[src/rtl/sync_pkg.sv]
// Shared constants and helpers for the write-to-read gray pointer synchronizers.
// The helpers work on a fixed maximum width, so callers zero-extend and then truncate.
package sync_pkg;

    localparam int SYNC_STAGES_MIN = 2;
    localparam int SYNC_STAGES_MAX = 4;
    localparam int PTR_W_MAX       = 32;

    // Leading zeros in a gray code convert to leading zeros in binary.
    // That lets one fixed-width routine serve every pointer width up to PTR_W_MAX.
    function automatic logic [PTR_W_MAX-1:0] gray2bin(input logic [PTR_W_MAX-1:0] g);
        logic [PTR_W_MAX-1:0] b;
        b[PTR_W_MAX-1] = g[PTR_W_MAX-1];
        for (int i = PTR_W_MAX - 2; i >= 0; i--) begin
            b[i] = b[i+1] ^ g[i];
        end
        return b;
    endfunction

    // Clearing the lowest set bit leaves a nonzero value only if two or more bits were set.
    function automatic logic popcount_gt1(input logic [PTR_W_MAX-1:0] v);
        return (v & (v - PTR_W_MAX'(1))) != '0;
    endfunction

endpackage

[src/rtl/sync_w2r_chan.sv]
// One channel: gray pointer flop chain into rclk, then change detection, binary conversion,
// increment count, update pulse and sticky multi-bit-change error.
module sync_w2r_chan
    import sync_pkg::*;
#(
    parameter int ADDRSIZE    = 5,
    parameter int SYNC_STAGES = 2
) (
    input  logic              rclk,
    input  logic              rrst_n,
    input  logic [ADDRSIZE:0] wptr,
    input  logic              err_clr,
    output logic [ADDRSIZE:0] rq_wptr,
    output logic [ADDRSIZE:0] rq_wbin,
    output logic [ADDRSIZE:0] rq_delta,
    output logic              rq_upd,
    output logic              rq_err
);

    localparam int W = ADDRSIZE + 1;

    logic [W-1:0] sync_q [SYNC_STAGES];
    logic [W-1:0] g_last;
    logic [W-1:0] bin_next;
    logic         changed;
    logic         multi;

    always_ff @(posedge rclk or negedge rrst_n) begin
        if (!rrst_n) begin
            for (int k = 0; k < SYNC_STAGES; k++) begin
                sync_q[k] <= '0;
            end
        end else begin
            sync_q[0] <= wptr;
            for (int k = 1; k < SYNC_STAGES; k++) begin
                sync_q[k] <= sync_q[k-1];
            end
        end
    end

    // The last stage is itself a flop, so no input reaches an output combinationally.
    assign rq_wptr = sync_q[SYNC_STAGES-1];

    always_comb begin
        bin_next = W'(gray2bin(PTR_W_MAX'(rq_wptr)));
        changed  = rq_wptr != g_last;
        multi    = popcount_gt1(PTR_W_MAX'(rq_wptr ^ g_last));
    end

    always_ff @(posedge rclk or negedge rrst_n) begin
        if (!rrst_n) begin
            g_last   <= '0;
            rq_wbin  <= '0;
            rq_delta <= '0;
            rq_upd   <= 1'b0;
            rq_err   <= 1'b0;
        end else begin
            rq_upd <= changed;
            if (changed) begin
                g_last   <= rq_wptr;
                rq_wbin  <= bin_next;
                rq_delta <= bin_next - rq_wbin;
            end
            // A fresh multi-bit change wins over a clear arriving in the same cycle.
            if (changed && multi) begin
                rq_err <= 1'b1;
            end else if (err_clr) begin
                rq_err <= 1'b0;
            end
        end
    end

endmodule

[src/rtl/sync_w2r_multi.sv]
// Multi-channel gray write-pointer synchronizer into the read clock domain.
// Slices the buses per channel and rejects illegal parameter values at elaboration.
module sync_w2r_multi
    import sync_pkg::*;
#(
    parameter int ADDRSIZE    = 5,
    parameter int NCH         = 1,
    parameter int SYNC_STAGES = 2
) (
    input  logic                          rclk,
    input  logic                          rrst_n,
    input  logic [NCH*(ADDRSIZE+1)-1:0]   wptr,
    input  logic [NCH-1:0]                err_clr,
    output logic [NCH*(ADDRSIZE+1)-1:0]   rq_wptr,
    output logic [NCH*(ADDRSIZE+1)-1:0]   rq_wbin,
    output logic [NCH*(ADDRSIZE+1)-1:0]   rq_delta,
    output logic [NCH-1:0]                rq_upd,
    output logic [NCH-1:0]                rq_err
);

    localparam int W = ADDRSIZE + 1;

    generate
        if (SYNC_STAGES < SYNC_STAGES_MIN || SYNC_STAGES > SYNC_STAGES_MAX) begin : g_bad_stages
            $error("sync_w2r_multi: SYNC_STAGES=%0d outside %0d..%0d",
                   SYNC_STAGES, SYNC_STAGES_MIN, SYNC_STAGES_MAX);
        end
        if (NCH < 1 || NCH > 16) begin : g_bad_nch
            $error("sync_w2r_multi: NCH=%0d outside 1..16", NCH);
        end
        if (W > PTR_W_MAX) begin : g_bad_width
            $error("sync_w2r_multi: pointer width %0d exceeds %0d", W, PTR_W_MAX);
        end

        for (genvar c = 0; c < NCH; c++) begin : g_chan
            sync_w2r_chan #(
                .ADDRSIZE    (ADDRSIZE),
                .SYNC_STAGES (SYNC_STAGES)
            ) u_chan (
                .rclk     (rclk),
                .rrst_n   (rrst_n),
                .wptr     (wptr[c*W +: W]),
                .err_clr  (err_clr[c]),
                .rq_wptr  (rq_wptr[c*W +: W]),
                .rq_wbin  (rq_wbin[c*W +: W]),
                .rq_delta (rq_delta[c*W +: W]),
                .rq_upd   (rq_upd[c]),
                .rq_err   (rq_err[c])
            );
        end
    endgenerate

endmodule
[config.mk]
export PLATFORM = sky130hd
export DESIGN_NAME = sync_w2r_multi
export DESIGN_NICKNAME = d
export VERILOG_FILES = /design/src/rtl/sync_pkg.sv /design/src/rtl/sync_w2r_chan.sv /design/src/rtl/sync_w2r_multi.sv
export SDC_FILE = /design/constraint.sdc
export NUM_CORES = 1
export LEC_CHECK = 0
export ABC_AREA = 0
export BUFFER_PORTS_ARGS = -buffer_cell sky130_fd_sc_hd__clkbuf_2
export CORE_MARGIN = 1.5
export CORE_UTILIZATION = 40
export CTS_CLUSTER_DIAMETER = 120
export DETAILED_ROUTE_END_ITERATION = 10
export PLACE_DENSITY_LB_ADDON = 0.25
export REMOVE_ABC_BUFFERS = 1
export SLEW_MARGIN = 5
export SYNTH_ARGS = -nofsm -noshare
export SYNTH_HDL_FRONTEND = slang
export SYNTH_HIERARCHICAL = 1
export SYNTH_SLANG_ARGS = --single-unit
[constraint.sdc]
create_clock -name rclk -period 7.9 [get_ports rclk]
set_clock_uncertainty 0.05 [all_clocks]
set_input_delay 0.79 -clock rclk [delete_from_list [all_inputs] [get_ports rclk]]
set_output_delay 0.79 -clock rclk [all_outputs]
set_load 0.02 [all_outputs]
Yosys cells after proc, flatten, opt, wreduce, memory -nomap -nowiden:

Cells that the tools add are included.

* add/subtract/negate cells: 2
* equal/unequal tests: 1
* reductions and logical operators: 3
* bitwise gates (word level): 7
* multiplexer cells: 2

Operators by type and width (number)
* $and 32x32->32: 1
* $reduce_bool 32->1: 1
* $sub 32x1->32 const B: 1
* $ne 6x6->1: 1
* $sub 6x6->6: 1
* $xor 6x6->6: 1
* $xor 1x1->1: 5
* $mux 1: 2
* $reduce_bool 2->1: 1
* $logic_and 1x1->1: 1

* input port bits: 9
* word-level logic and storage cells: 22
* flip-flop bits (word level): 32

Logic depth before layout (Yosys ltp):

Gate-level depths: netlist (run 1).

* depth after elaboration: 6
* gate-level depth with buffers: 11
* depth with buffers taken out: 11

Worst setup path after synthesis (run 1):

Ideal clock, no wire load.

* path kind: reg2reg
* from: register g_chan[0].u_chan.sync_q (netlist bit g_chan[0].u_chan/rq_wptr[5])
* to: register g_chan[0].u_chan.rq_delta[4]
* data arrival time: 2.518 ns
* cell stages (with the launch flop): 12
* data required time: 7.723 ns
* period minus slack after synthesis: 2.696 ns
* path buffers: 0
* path slack: 5.204 ns
* cells stage by stage: dfrtp_1 xnor2_2 xnor2_2 xnor2_2 xnor2_2 ha_1 inv_1 fa_1 a21o_1 a21oi_1 xnor2_1 mux2_1

* longest elaborated chain between the ends: 6
* elaborated cells between the ends (all ways): 7
* classes of those cells: add/sub (1); eq/ne (1); bitwise (5)

RTL lines
* from (decl): line sync_w2r_chan.sv:22 `logic [W-1:0] sync_q [SYNC_STAGES];`
* from (signal, indexed assignment): line sync_w2r_chan.sv:36 `sync_q[k] <= sync_q[k-1];`
* $xor 1x1->1 (*) (2 in series): line sync_pkg.sv:15 `b[i] = b[i+1] ^ g[i];`
* via g_chan[0].u_chan.bin_next[3]: line sync_w2r_chan.sv:24 `logic [W-1:0] bin_next;`
* $xor 1x1->1 (*) (2 in series): line sync_pkg.sv:15
* via g_chan[0].u_chan.bin_next[1]: line sync_w2r_chan.sv:24
* $xor 1x1->1: line sync_pkg.sv:15
* $sub 6x6->6 (*): line sync_w2r_chan.sv:62 `rq_delta <= bin_next - rq_wbin;`
* to (signal assigned): line sync_w2r_chan.sv:62
* to (decl): line sync_w2r_chan.sv:15 `output logic [ADDRSIZE:0] rq_delta,`

The timed path passes the listed nets; every way through them passes the cells marked *.
A chain may end at the register's enable or synchronous reset.

Worst setup path after layout (run 1):

Same ends and word-level chain as after synthesis.

==> metrics.log, run 1 <==
INFO  metric outcome = finished clean
INFO  metric syn_inst = 110
INFO  metric die_x = 61.6 um
INFO  metric final_util = 0.474
INFO  metric hpwlAfterDp = 1.36 mm
INFO  metric part_of_the_total_power_dissipated_in_the_clock_network = 0.309
INFO  metric clk_pin_slew = 100 ps
INFO  metric maxCapViolations = 0
INFO  metric timing.critical_path.slowest_stage_cell = sky130_fd_sc_hd__dfrtp_1
INFO  metric critical_path.max_stage_delay = 450 ps
INFO  metric start_util = 0.415
INFO  metric netSwitchingFraction = 0.303
INFO  metric fp.dieArea = 3800 um^2
INFO  metric final.setup.tns = 0 ps
INFO  metric period_minus_slack = 2890 ps
INFO  metric gr-usage-met2 = 0.162
INFO  metric gr-total-overflow = 0
INFO  metric tightestPinTransition = 747 ps
INFO  metric p_int = 0.344 mW
INFO  metric synth_top_area_share = 0.565
INFO  metric r2r-end = g_chan[0].u_chan/rq_delta[4]
INFO  metric grt_first_pass_wirelength = 2.99 mm
INFO  metric postRouteWirelength = 1.84 mm
INFO  metric critical_path.startpoint = g_chan[0].u_chan/rq_wptr[5]
INFO  metric synth_enable_flop_cells = 0
INFO  metric clkLatencyLatePin = 330 ps
INFO  metric power.sequential.fraction = 0.403
INFO  metric p_comb_frac = 0.289
INFO  metric synth-seq-cells = 31
INFO  metric cts_inserted_buffers = 5
INFO  metric initial_antenna_violation_count = 0
INFO  metric fill_count = 328
INFO  metric drtAntennaViolNets = 0
INFO  metric cts_num_sinks = 31
INFO  metric timing.final.crit_share = 0.366
INFO  metric power.density = 314 nW/um^2
INFO  metric final_area = 1570 um^2
INFO  metric global_route.usage.total = 0.114
INFO  metric firstDrtPassIters = 4
INFO  metric syn-cell-area = 1370 um^2
INFO  metric timing.critical_path.required = 8060 ps
INFO  metric rsz0062_at_grt = false
INFO  metric synth_async_sr_flop_share = 1.00
INFO  metric beginning_of_the_worst_hold_path = g_chan[0].u_chan/sync_q[7]
INFO  metric ys_seq_area_frac = 0.565
INFO  metric cts_repair_resize_count = 0
INFO  metric cp_max_fo = 4
INFO  metric worst_ir_drop_on_vdd = 0.000136 V
INFO  metric cp_common_cell = sky130_fd_sc_hd__xnor2_2
INFO  metric worst_setup_ep = g_chan[0].u_chan/rq_delta[4]
INFO  metric stdcell_count = 177
INFO  metric grt_util_met1 = 0.137
INFO  metric fin_nets = 145
INFO  metric timing.critical_path.to_type = flip-flop
INFO  metric cts_tree = built
INFO  metric relSlewSlack = 0.502
INFO  metric path_cells = xnor2_2, xnor2_2, xnor2_2, xnor2_2, ha_1, inv_1, fa_1, a21o_1, a21oi_1, xnor2_1, mux2_1
INFO  metric synth_ff_type = sky130_fd_sc_hd__dfrtp_1
INFO  metric ys.warnings.count = 6
INFO  metric finalHoldViolCount = 0
INFO  metric p_sw = 0.149 mW
INFO  metric ctsRootBufferMaster = sky130_fd_sc_hd__clkbuf_4
INFO  metric timing_worst_setup_path_type = reg -> reg
INFO  metric use_met3 = 0.0441
INFO  metric ios = 29
INFO  metric timing.fmax = 346 MHz
INFO  metric fp.dieH = 61.6 um
INFO  metric detailedRoute.firstIterationViolations = 16
INFO  metric rrSetupSlack = 5010 ps
INFO  metric setup_slack_after_layout = 5010 ps
INFO  metric preCtsSetupSlack = 5020 ps
INFO  metric synth.area.top_cells = sky130_fd_sc_hd__dfrtp_1, sky130_fd_sc_hd__xnor2_2, sky130_fd_sc_hd__ha_1
INFO  metric slew_viol_final = 0
INFO  metric drt_drc_violations_left = 0
INFO  metric number_of_h_tree_levels = 2
INFO  metric place_area = 1470 um^2
INFO  metric clk_path_buf_depth = 2
INFO  metric crit-reg2reg-launch = g_chan[0].u_chan/rq_wptr[5]
INFO  metric routed_via_density = 4.51
INFO  metric synthToLayoutAreaGrowth = 14.2%
INFO  metric antenna-diode-count = 0
INFO  metric gpl.final_weighted_congestion = 0.781
INFO  metric cp_data_arrival_time = 3050 ps
INFO  metric fp-row-count = 21
INFO  metric busiest_layer = met2
INFO  metric floorplan.core_area = 3310 um^2
INFO  metric synth.lib_cells_used.distinct = 31
INFO  metric post_drt_wl_per_cell = 10.4 um
INFO  metric hold_path.class = reg -> reg
INFO  metric placed_cells_incl_taps = 169
INFO  metric hold_fix_buffers_cts = 0
INFO  metric buffer_ports.inserted = 28
INFO  metric drive_gt1_frac = 0.321
INFO  metric post_cts.repair.setup_buffers = 0
INFO  metric post_synth.cell_area_avg = 12.5 um^2
INFO  metric start_kind = flip-flop
INFO  metric worst-r2r-cell-count = 11
INFO  metric grt_pass1_vias = 717
INFO  metric finalSetupViolations = 0
INFO  metric synth_area_leader_cell = sky130_fd_sc_hd__dfrtp_1
INFO  metric power.leakage = 0.761 nW
INFO  metric maximum_number_of_pins_on_one_net_before_global_route_repair = 32
INFO  metric route.vias.total = 798
==> how the worst min path moves through the flow <==
stage | slack [ps] | to | cells after the start
after global routing | 320 | g_chan[0].u_chan/rq_wptr[1] | 0
after global placement | 280 | g_chan[0].u_chan/rq_wptr[1] | 0
after detailed placement | 280 | g_chan[0].u_chan/rq_wptr[1] | 0
after floorplan | 280 | g_chan[0].u_chan/rq_wptr[0] | 0
after CTS | 310 | g_chan[0].u_chan/rq_wptr[2] | 0
final | 310 | g_chan[0].u_chan/rq_wptr[1] | 0
==> sequential cells by signal (all words and copies together), names as in the netlist <==
signal	cells
g_chan.u_chan/sync_q	6
g_chan.u_chan/rq_upd	1
g_chan.u_chan/rq_delta	6
g_chan.u_chan/rq_err	1
g_chan.u_chan/rq_wptr	6
g_chan.u_chan/rq_wbin	6
g_chan.u_chan/g_last	5
==> cells in the final DEF (no fill, tap or decap), drive strengths merged, types with 5 or more instances in the layout <==
cell type and n:
inv 7, xor2 5, nor2 7, dfrtp 31, xnor2 9, ha 5, clkbuf 34, a21oi 6
==> synth_stat cells, types with 2 or more instances <==
cell	number
sky130_fd_sc_hd__mux2_1	3
sky130_fd_sc_hd__xnor2_1	5
sky130_fd_sc_hd__xor2_1	5
sky130_fd_sc_hd__o21ai_1	2
sky130_fd_sc_hd__a21oi_1	5
sky130_fd_sc_hd__nor2_1	7
sky130_fd_sc_hd__xnor2_2	4
sky130_fd_sc_hd__buf_4	7
sky130_fd_sc_hd__nand2_1	3
sky130_fd_sc_hd__buf_6	2
sky130_fd_sc_hd__clkbuf_1	5
sky130_fd_sc_hd__inv_1	7
sky130_fd_sc_hd__ha_1	5
sky130_fd_sc_hd__dfrtp_1	31
sky130_fd_sc_hd__nand2b_1	3
==> critical path: cells and delay by family, from the launching register on <==
| family | cells | cell delay (ps) |
|---|---|---|
| compound gates | 2 | 340 |
| xor+xnor | 5 | 1000 |
| fa+ha+maj | 2 | 590 |
| buf+inv | 1 | 50 |
| flops | 1 | 450 |
| mux | 1 | 280 |
==> area by class of cell <==
cell class	count	area, um^2	share of cell area
clock buffer	6	41.3	0.0263
clock inverter	2	60.1	0.0383
inverter	7	26.3	0.0167
multi-input combinational	57	468	0.298
sequential	31	776	0.494
tap	46	57.6	0.0367
timing repair buffer	28	140	0.0893
==> power by group through the flow <==
stage / clock network, mW / logic (mW) / registers [mW]
finish: 0.152 / 0.142 / 0.199
global placement: 0 / 0.144 / 0.202
detailed placement: 0 / 0.144 / 0.203
global route: 0.162 / 0.163 / 0.203
floorplan: 0 / 0.0754 / 0.229
CTS: 0.156 / 0.145 / 0.200
==> metal layers <==
layer	share of wire	up-vias
met5	0	-
met4	0.033	0
met3	0.064	7
met2	0.44	25
met1	0.46	376
li1	-	390
==> cell families after synthesis <==
group | after synthesis | share of synthesized area
flops | 31 | 0.565
buf+inv | 22 | 0.0947
compound gates | 17 | 0.0802
simple gates | 16 | 0.0574
xor+xnor | 14 | 0.111
fa+ha+maj | 7 | 0.0674
mux | 3 | 0.0246
==> stage by stage <==
| step | hold slack [ps] | total power, mW |
|---|---|---|
| after global placement | 282 | 0.346 |
| after global routing | 318 | 0.528 |
| after detailed placement | 285 | 0.347 |
| after CTS | 307 | 0.500 |
| after floorplan | 281 | 0.305 |
| final | 306 | 0.493 |
(Power assumes the default switching activity.)
==> run 2, diff against run 1 <==
Clock period 7.9 ns to 3 ns, I/O delays scaled along.
==> metrics.log, run 2 (synthesis gave the netlist of run 1 again) <==
INFO  metric antenna-diode-count = 0
INFO  metric number_of_h_tree_levels = 2
INFO  metric worst-r2r-cell-count = 11
INFO  metric cts_num_sinks = 31
INFO  metric cts_inserted_buffers = 5
INFO  metric timing.fmax = 358 MHz
INFO  metric detailedRoute.firstIterationViolations = 12
INFO  metric cp_data_arrival_time = 2960 ps
INFO  metric outcome = finished clean
INFO  metric buffer_ports.inserted = 28
INFO  metric maximum_number_of_pins_on_one_net_before_global_route_repair = 32
INFO  metric r2r-end = g_chan[0].u_chan/rq_delta[4]
INFO  metric tightestPinTransition = 736 ps
INFO  metric synthToLayoutAreaGrowth = 19.7%
INFO  metric whs = 25.9 ps
INFO  metric clk_path_buf_depth = 2
INFO  metric global_route.usage.total = 0.115
INFO  metric slew_viol_final = 0
INFO  metric clkLatencyLatePin = 340 ps
INFO  metric floorplan.core_area = 3310 um^2
INFO  metric timing.final.crit_share = 0.932
INFO  metric p_int = 0.918 mW
INFO  metric fp.dieH = 61.6 um
INFO  metric rrSetupSlack = 200 ps
INFO  metric cp_max_fo = 4
INFO  metric layout_common_cells = sky130_fd_sc_hd__dfrtp_1, sky130_fd_sc_hd__clkbuf_2, sky130_fd_sc_hd__inv_1, sky130_fd_sc_hd__nor2_1, sky130_fd_sc_hd__dlygate4sd3_1
INFO  metric route.vias.total = 831
INFO  metric relSlewSlack = 0.509
INFO  metric power.density = 799 nW/um^2
INFO  metric clk_pin_slew = 100 ps
INFO  metric post_drt_wl_per_cell = 10.2 um
INFO  metric die_x = 61.6 um
INFO  metric ctsRootBufferMaster = sky130_fd_sc_hd__clkbuf_4
INFO  metric routed_via_density = 4.49
INFO  metric fin_nets = 153
INFO  metric finalSetupViolations = 0
INFO  metric grt_first_pass_wirelength = 3.00 mm
INFO  metric timing_worst_setup_path_type = reg -> reg
INFO  metric maxCapViolations = 0
INFO  metric firstDrtPassIters = 4
INFO  metric grt_pass1_vias = 728
INFO  metric cts_repair_resize_count = 0
INFO  metric postRouteWirelength = 1.89 mm
INFO  metric layout.cells.most_common = sky130_fd_sc_hd__dfrtp_1
INFO  metric power.sequential.fraction = 0.398
INFO  metric timing.critical_path.required = 3160 ps
INFO  metric start_kind = flip-flop
INFO  metric fp.dieArea = 3800 um^2
INFO  metric critical_path.startpoint = g_chan[0].u_chan/rq_wptr[5]
INFO  metric finalHoldViolCount = 0
INFO  metric p_sw = 0.396 mW
INFO  metric gr-total-overflow = 0
INFO  metric worst_hold_path.num_cells = 1
INFO  metric final.setup.tns = 0 ps
INFO  metric ios = 29
INFO  metric worst_setup_ep = g_chan[0].u_chan/rq_delta[4]
INFO  metric drive_gt1_frac = 0.317
INFO  metric drt_drc_violations_left = 0
INFO  metric crit-reg2reg-launch = g_chan[0].u_chan/rq_wptr[5]
INFO  metric initial_antenna_violation_count = 0
INFO  metric worst_ir_drop_on_vdd = 0.000298 V
INFO  metric p_comb_frac = 0.298
INFO  metric period_minus_slack = 2800 ps
INFO  metric part_of_the_total_power_dissipated_in_the_clock_network = 0.304
INFO  metric rsz0062_at_grt = false
INFO  metric netSwitchingFraction = 0.302
INFO  metric drtAntennaViolNets = 0
INFO  metric final_util = 0.497
INFO  metric power.leakage = 0.796 nW
INFO  metric cts_tree = built
INFO  metric fp-row-count = 21
INFO  metric gpl.final_weighted_congestion = 0.781
INFO  metric hpwlAfterDp = 1.36 mm
INFO  metric hold_path.class = in -> reg
INFO  metric timing.critical_path.to_type = flip-flop
INFO  metric start_util = 0.415
==> run 2: cell count changes in the layout (fill, tap and decap cells not counted), sizes merged <==
cell,delta
dlygate4sd3,+6
buf,+2
==> run 2: timing repair <==
action | 4_1_cts | 5_1_grt
hold buffers | 4 | 2
endpoints found under the setup margin | 0 | 1
hold endpoints to repair | 34 | 2
setup buffers | 0 | 2
==> run 2: worst min path at each step <==
| stage | start | to | slack, ps |
|---|---|---|---|
| finish | wptr[0] | g_chan[0].u_chan/sync_q[6] | 30 |
| floorplan | rrst_n | g_chan[0].u_chan/g_last[0] | -50 |
| global placement | g_chan[0].u_chan/sync_q[7] | g_chan[0].u_chan/rq_wptr[1] | 280 |
| global route | wptr[0] | g_chan[0].u_chan/sync_q[6] | 6 |
| CTS | wptr[1] | g_chan[0].u_chan/sync_q[7] | 2 |
| detailed placement | g_chan[0].u_chan/sync_q[7] | g_chan[0].u_chan/rq_wptr[1] | 280 |
==> run 2: final cells by class <==
cell class	instances	area [um^2]
fill	318	1670
sequential	31	776
clock buffer	6	41.3
clock inverter	2	60.1
inverter	7	26.3
timing repair buffer	36	215
tap	46	57.6
multi-input combinational	57	468
==> run 2: per-stage QoR <==
stage               setup WS, ps  total power [mW]  instances  cell area (um^2)
floorplan                    200             0.803         95              1270
global placement             183             0.911        169              1470
detailed placement           116             0.915        169              1470
CTS                         86.3              1.32        181              1610
global route                24.9              1.41        185              1640
finish                       204              1.31        185              1640
==> run 2: worst max-delay path, stage by stage, from the launching register on <==
cell and delay, ps:
sky130_fd_sc_hd__dfrtp_1 450, sky130_fd_sc_hd__xnor2_2 190, sky130_fd_sc_hd__xnor2_2 280, sky130_fd_sc_hd__xnor2_2 190
sky130_fd_sc_hd__xnor2_2 160, sky130_fd_sc_hd__ha_1 180, sky130_fd_sc_hd__inv_1 50, sky130_fd_sc_hd__fa_1 410
sky130_fd_sc_hd__a21o_1 170, sky130_fd_sc_hd__a21oi_1 170, sky130_fd_sc_hd__xnor2_1 90, sky130_fd_sc_hd__mux2_1 280
==> run 2: layer usage <==
layer  part of all wire  wire (um)  global-route usage
met1               0.46        862               0.138
met5                  0          0                   0
met4              0.031         58              0.0912
met3              0.059        112              0.0441
met2               0.45        853               0.162
==> run 2: power by group through the flow <==
stage	clock network (mW)	registers, mW	logic [mW]
after CTS	0.410	0.526	0.385
final	0.399	0.523	0.391
after global routing	0.425	0.536	0.445
after detailed placement	0	0.535	0.380
after global placement	0	0.532	0.379
after floorplan	0	0.604	0.199
